--- src/rtl/mips_fetch_pkg.sv ---
// Shared definitions for the MIPS instruction fetch stage: FSM state
// encodings, word size, default reset vector and the NOP instruction.
package mips_fetch_pkg;

    typedef logic [1:0] fetch_state_t;

    localparam fetch_state_t IDLE  = 2'd0;
    localparam fetch_state_t FETCH = 2'd1;
    localparam fetch_state_t HOLD  = 2'd2;
    localparam fetch_state_t ERR   = 2'd3;

    localparam int unsigned WORD_BYTES       = 4;
    localparam logic [31:0] DEFAULT_RESET_PC = 32'h0000_0000;
    localparam logic [31:0] NOP              = 32'h0000_0000;

    // A fetch address is legal only if it points at a whole word.
    function automatic logic is_aligned(input logic [31:0] addr);
        return (addr[1:0] == 2'b00);
    endfunction

endpackage

--- src/rtl/mips_fetch_timer.sv ---
// Watchdog counter for an outstanding instruction memory request.
// terminal goes high once the count reaches TIMEOUT-1.
module mips_fetch_timer #(
    parameter int unsigned TIMEOUT = 16
) (
    input  logic       clk,
    input  logic       rst_n,
    input  logic       clear,
    input  logic       load,
    input  logic [7:0] load_value,
    input  logic       enable,
    output logic       terminal
);

    localparam logic [7:0] TERMINAL_COUNT = 8'(TIMEOUT - 1);

    logic [7:0] count;

    // Clear beats load, load beats a normal increment.
    always_ff @(posedge clk or negedge rst_n) begin
        if (!rst_n) begin
            count <= '0;
        end else if (clear) begin
            count <= '0;
        end else if (load) begin
            count <= load_value;
        end else if (enable) begin
            count <= count + 8'd1;
        end
    end

    assign terminal = (count == TERMINAL_COUNT);

endmodule

--- src/rtl/mips_fetch_unit.sv ---
// Instruction fetch stage: holds the PC, requests words from instruction
// memory over req/ack and hands each instruction with its PC to decode over
// valid/ready. Redirects squash in-flight fetches; a memory timeout or a
// misaligned redirect traps into a sticky error state left only by reset.
module mips_fetch_unit
    import mips_fetch_pkg::*;
#(
    parameter logic [31:0] RESET_PC = DEFAULT_RESET_PC,
    parameter int unsigned TIMEOUT  = 16
) (
    input  logic        clk,
    input  logic        rst_n,
    output logic        imem_req,
    output logic [31:0] imem_addr,
    input  logic        imem_ack,
    input  logic [31:0] imem_rdata,
    input  logic        redirect_valid,
    input  logic [31:0] redirect_pc,
    output logic        instr_valid,
    input  logic        instr_ready,
    output logic [31:0] instr,
    output logic [31:0] instr_pc,
    output logic        fetch_err
);

    fetch_state_t state;
    logic [31:0]  pc;
    logic         squash;
    logic         timer_enable;
    logic         timer_done;

    // The watchdog only runs while a request is outstanding and unanswered.
    assign timer_enable = (state == FETCH) && imem_req && !imem_ack;

    mips_fetch_timer #(
        .TIMEOUT(TIMEOUT)
    ) u_timer (
        .clk       (clk),
        .rst_n     (rst_n),
        .clear     (!timer_enable),
        .load      (1'b0),
        .load_value(8'd0),
        .enable    (timer_enable),
        .terminal  (timer_done)
    );

    // Fetch FSM: redirect first, then ack handling, then the timeout trap.
    always_ff @(posedge clk or negedge rst_n) begin
        if (!rst_n) begin
            state       <= IDLE;
            pc          <= RESET_PC;
            squash      <= 1'b0;
            imem_req    <= 1'b0;
            imem_addr   <= '0;
            instr_valid <= 1'b0;
            instr       <= NOP;
            instr_pc    <= '0;
            fetch_err   <= 1'b0;
        end else begin
            case (state)
                IDLE, HOLD: begin
                    if (redirect_valid) begin
                        if (is_aligned(redirect_pc)) begin
                            pc          <= redirect_pc;
                            instr_valid <= 1'b0;
                            imem_req    <= 1'b1;
                            imem_addr   <= redirect_pc;
                            state       <= FETCH;
                        end else begin
                            state       <= ERR;
                            imem_req    <= 1'b0;
                            instr_valid <= 1'b0;
                            fetch_err   <= 1'b1;
                            squash      <= 1'b0;
                        end
                    end else if (state == IDLE || instr_ready) begin
                        instr_valid <= 1'b0;
                        imem_req    <= 1'b1;
                        imem_addr   <= {pc[31:2], 2'b00};
                        state       <= FETCH;
                    end
                end
                FETCH: begin
                    if (redirect_valid && !is_aligned(redirect_pc)) begin
                        state       <= ERR;
                        imem_req    <= 1'b0;
                        instr_valid <= 1'b0;
                        fetch_err   <= 1'b1;
                        squash      <= 1'b0;
                    end else if (redirect_valid) begin
                        pc <= redirect_pc;
                        if (!imem_req) begin
                            imem_req  <= 1'b1;
                            imem_addr <= redirect_pc;
                        end else if (imem_ack) begin
                            imem_req <= 1'b0;
                            squash   <= 1'b0;
                        end else if (timer_done) begin
                            state       <= ERR;
                            imem_req    <= 1'b0;
                            instr_valid <= 1'b0;
                            fetch_err   <= 1'b1;
                            squash      <= 1'b0;
                        end else begin
                            squash <= 1'b1;
                        end
                    end else if (!imem_req) begin
                        imem_req  <= 1'b1;
                        imem_addr <= {pc[31:2], 2'b00};
                    end else if (imem_ack) begin
                        imem_req <= 1'b0;
                        squash   <= 1'b0;
                        if (!squash) begin
                            instr       <= imem_rdata;
                            instr_pc    <= pc;
                            instr_valid <= 1'b1;
                            pc          <= pc + 32'(WORD_BYTES);
                            state       <= HOLD;
                        end
                    end else if (timer_done) begin
                        state       <= ERR;
                        imem_req    <= 1'b0;
                        instr_valid <= 1'b0;
                        fetch_err   <= 1'b1;
                        squash      <= 1'b0;
                    end
                end
                default: begin
                    imem_req    <= 1'b0;
                    instr_valid <= 1'b0;
                    fetch_err   <= 1'b1;
                end
            endcase
        end
    end

endmodule

--- config.mk ---
export PLATFORM = sky130hd
export DESIGN_NAME = mips_fetch_unit
export DESIGN_NICKNAME = d
export VERILOG_FILES = /design/src/rtl/mips_fetch_pkg.sv /design/src/rtl/mips_fetch_timer.sv /design/src/rtl/mips_fetch_unit.sv
export SDC_FILE = /design/constraint.sdc
export NUM_CORES = 1
export LEC_CHECK = 0
export BUFFER_PORTS_ARGS = -buffer_cell sky130_fd_sc_hd__buf_2
export CAP_MARGIN = 20
export CORE_UTILIZATION = 35
export DETAILED_ROUTE_END_ITERATION = 8
export GPL_TIMING_DRIVEN = 0
export HOLD_SLACK_MARGIN = 0.12
export RECOVER_POWER = 25
export SLEW_MARGIN = 5
export SYNTH_ARGS = -nofsm -noshare
export SYNTH_HDL_FRONTEND = slang
export SYNTH_HIERARCHICAL = 1
export SYNTH_SLANG_ARGS = --single-unit
--- constraint.sdc ---
create_clock -name clk -period 2.22 [get_ports clk]
set_clock_uncertainty 0.1 [all_clocks]
set_input_delay 0.444 -clock clk [delete_from_list [all_inputs] [get_ports clk]]
set_output_delay 0.444 -clock clk [all_outputs]
set_load 0.05 [all_outputs]
==> impl_metrics.json <==
{
  "status": "finished, final reports clean",
  "routed-via-count": 6309,
  "setup_tns_ns": 0,
  "hp-class": "input port to flip-flop",
  "dieHeight_um": 145,
  "postLayoutCoreUtil_pct": 45.9,
  "synthDistinctLibCells": 68,
  "r2r_slack_ns": 0.09,
  "holdWs_ns": 0.137,
  "avgViaCountPerCell": 5.31,
  "overflow": 0,
  "dp.cells": 1141,
  "areaGrowthSynthToFinish_pct": 28.8,
  "tightestPinTransition_ns": 0.922,
  "critPathLaunch": "state[1]",
  "finalSetupViolations": 0,
  "yosysMostFrequentCell": "dfrtp_1",
  "worstPathArrival_ns": 2.35,
  "crit_fanout": 10,
  "synth_seq_area_share_pct": 49.5,
  "yosys.area.top_type_share_pct": 49.5,
  "synthFlopType": "dfrtp_1",
  "slew_violations": 0,
  "row_count": 52,
  "drv_cap": 0,
  "numCtsBuffers": 17,
  "yosysWarnings": 6,
  "wl_um": 21400,
  "synth_top_cell_by_area": "dfrtp_1",
  "drt_iter0_drc": 490,
  "crit_type": "flip-flop to flip-flop",
  "grt_pass1_vias": 5922,
  "cp-end-kind": "flip-flop",
  "p_int_mw": 6.64,
  "ys_ff_latch": 142,
  "ir_drop_mv": 0.778,
  "p_switching_mw": 5.43,
  "syn_area_um2": 7180,
  "p_leak_nw": 4.54,
  "rsz0062_at_grt": "yes",
  "post_layout_nonfiller_instances": 1188,
  "relSlewSlack_pct": 38.5,
  "wl_per_cell_um": 18.0,
  "cts_max_path_buffers": 2,
  "hold_depth": 2,
  "antenna_found_initial": 2,
  "root_buffer": "clkbuf_16",
  "r2r-start": "state[1]",
  "synthArstFlopShare_pct": 100,
  "drc": 0,
  "dieArea_um2": 21100,
  "clock_latency_ns": 0.44,
  "worstSetupStartpointType": "flip-flop",
  "fmax_mhz": 468,
  "cp-endpoint": "pc[2]",
  "layout-drive-gt1-share_pct": 37.8,
  "p_sw_share_pct": 45.0,
  "die_w_um": 145,
  "min_period_ns": 2.13,
  "layout_setup_ws_ns": 0.0853,
  "port_buffers": 167,
  "netlist_instances": 693,
  "power_density_nw_per_um2": 1310,
  "start_util_pct": 35.6,
  "netlist_top_cells_count": "dfrtp_1, nand2_1, mux2_2, o21ai_0, nor2_1",
  "fin_nets": 974,
  "post-route-period-util_pct": 96.2,
  "synth_edf_count": 0,
  "synth_area_leaders": "dfrtp_1, mux2_2, o21ai_0",
  "syn_area_per_cell_um2": 10.4,
  "p_clk_share_pct": 25.4,
  "io-pin-count": 168,
  "seq_power_share_pct": 32.9,
  "postRouteAntennaNets": 0,
  "post-place-ws_ns": -0.402,
  "cts_tree": "done",
  "hpwl_um": 15200,
  "rr_worst_depth": 9,
  "p_comb_share_pct": 41.7,
  "cts.clk_slew.worst_paths_ns": 0.06,
  "r2r-end": "pc[2]",
  "grt_max_degree": 81,
  "cts_sinks": 142,
  "drt-pass1-iter-count": 6,
  "worstPathRequired_ns": 2.44,
  "grt_pass1_wl_um": 32800,
  "grt_usage_pct": 20.3,
  "hold_viol_final": 0,
  "ctsHtreeMaxLevel": 4,
  "gp_congestion": 0.922,
  "coreArea_um2": 20200
}
==> worst min path at each step <==
stage                         from       endpoint  slack (ns)
floorplan                    rst_n      fetch_err        0.05
global placement       instr_valid    instr_valid        0.36
detailed placement           rst_n  imem_addr[27]        0.33
CTS                 imem_rdata[18]      instr[18]        0.13
global route         imem_rdata[6]       instr[6]        0.12
finish              imem_rdata[18]      instr[18]        0.14
==> sequential cells by signal, indices dropped and copies added, names as in the netlist <==
signal,count
u_timer/count,8
squash,1
pc,32
instr_pc,32
instr_valid,1
instr,32
imem_addr,32
imem_req,1
state,2
fetch_err,1
==> stage by stage <==
step | cell area (um^2) | power [mW]
2_1_floorplan | 7220 | 7.46
3_3_place_gp | 8390 | 8.83
3_5_place_dp | 8440 | 8.90
4_1_cts | 9160 | 12.1
5_1_grt | 9240 | 12.6
6_report | 9250 | 12.1
==> final cells by class <==
class,instances,area [um^2]
fill,1951,10900
sequential,142,3560
multi-input combinational,497,3420
timing repair buffer,183,983
clock buffer,18,429
tap,270,338
buffer,52,279
clock inverter,14,193
inverter,10,40.0
antenna,2,5.00
==> worst max-delay path: stages (launching register included) <==
cell,delay (ns)
dfrtp_1,0.43
buf_6,0.16
buf_4,0.11
nor4b_2,0.04
o32ai_1,0.37
buf_6,0.22
buf_2,0.30
nor3_1,0.08
a21oi_1,0.15
nand2_1,0.06
==> power groups by stage <==
stage	Combinational [mW]	Clock [mW]	Sequential, mW
after global placement	4.87	0	3.96
after global routing	5.34	3.23	4.07
after floorplan	1.82	0	5.64
final	5.04	3.06	3.97
after CTS	5.00	3.12	3.94
after detailed placement	4.91	0	3.98
==> per-layer routing <==
metal	share of wire, %	global-route usage, %	wire [um]
met2	47	32.0	10100
met4	2.1	7.84	452
met1	45	26.7	9560
met5	0	0	0
met3	6.3	5.09	1340
==> cell families (layout without fill, tap and decap cells) <==
kind of cell	count (synthesis)	count (layout)	share of synthesized area, %
multiplexers	93	93	14.1
other	1	13	0.0522
flip-flops	142	142	49.5
AO/OA/AOI/OAI	173	173	15.4
AND/OR/NAND/NOR	214	214	15.9
XOR/XNOR	4	4	0.488
buffers and inverters	64	277	4.25
adder cells (fa/ha/maj)	2	2	0.348
==> layout by cell type (no fill, tap or decap), types with 6 or more instances in the layout <==
cell / instances
nand2_1: 69
a32oi_1: 6
o22a_1: 10
and2_1: 8
nor2_1: 47
buf_2: 186
o21ai_0: 56
mux2_2: 66
nand3_1: 19
mux2i_1: 27
conb_1: 11
buf_4: 19
a21oi_1: 39
a31oi_1: 19
nand4_1: 18
clkbuf_1: 17
inv_1: 8
and3_1: 6
dfrtp_1: 139
clkbuf_16: 17
==> repair_timing <==
item                                    in CTS  in global routing
pin swaps                                    2                  2
hold buffers                                 1                  1
setup buffers                                5                  8
endpoints found under the hold margin       62                  1
cloned                                       0                  0
endpoints found under the setup margin      52                 64
gates resized for setup                     11                 20
Power figures use the tool's default switching activity.
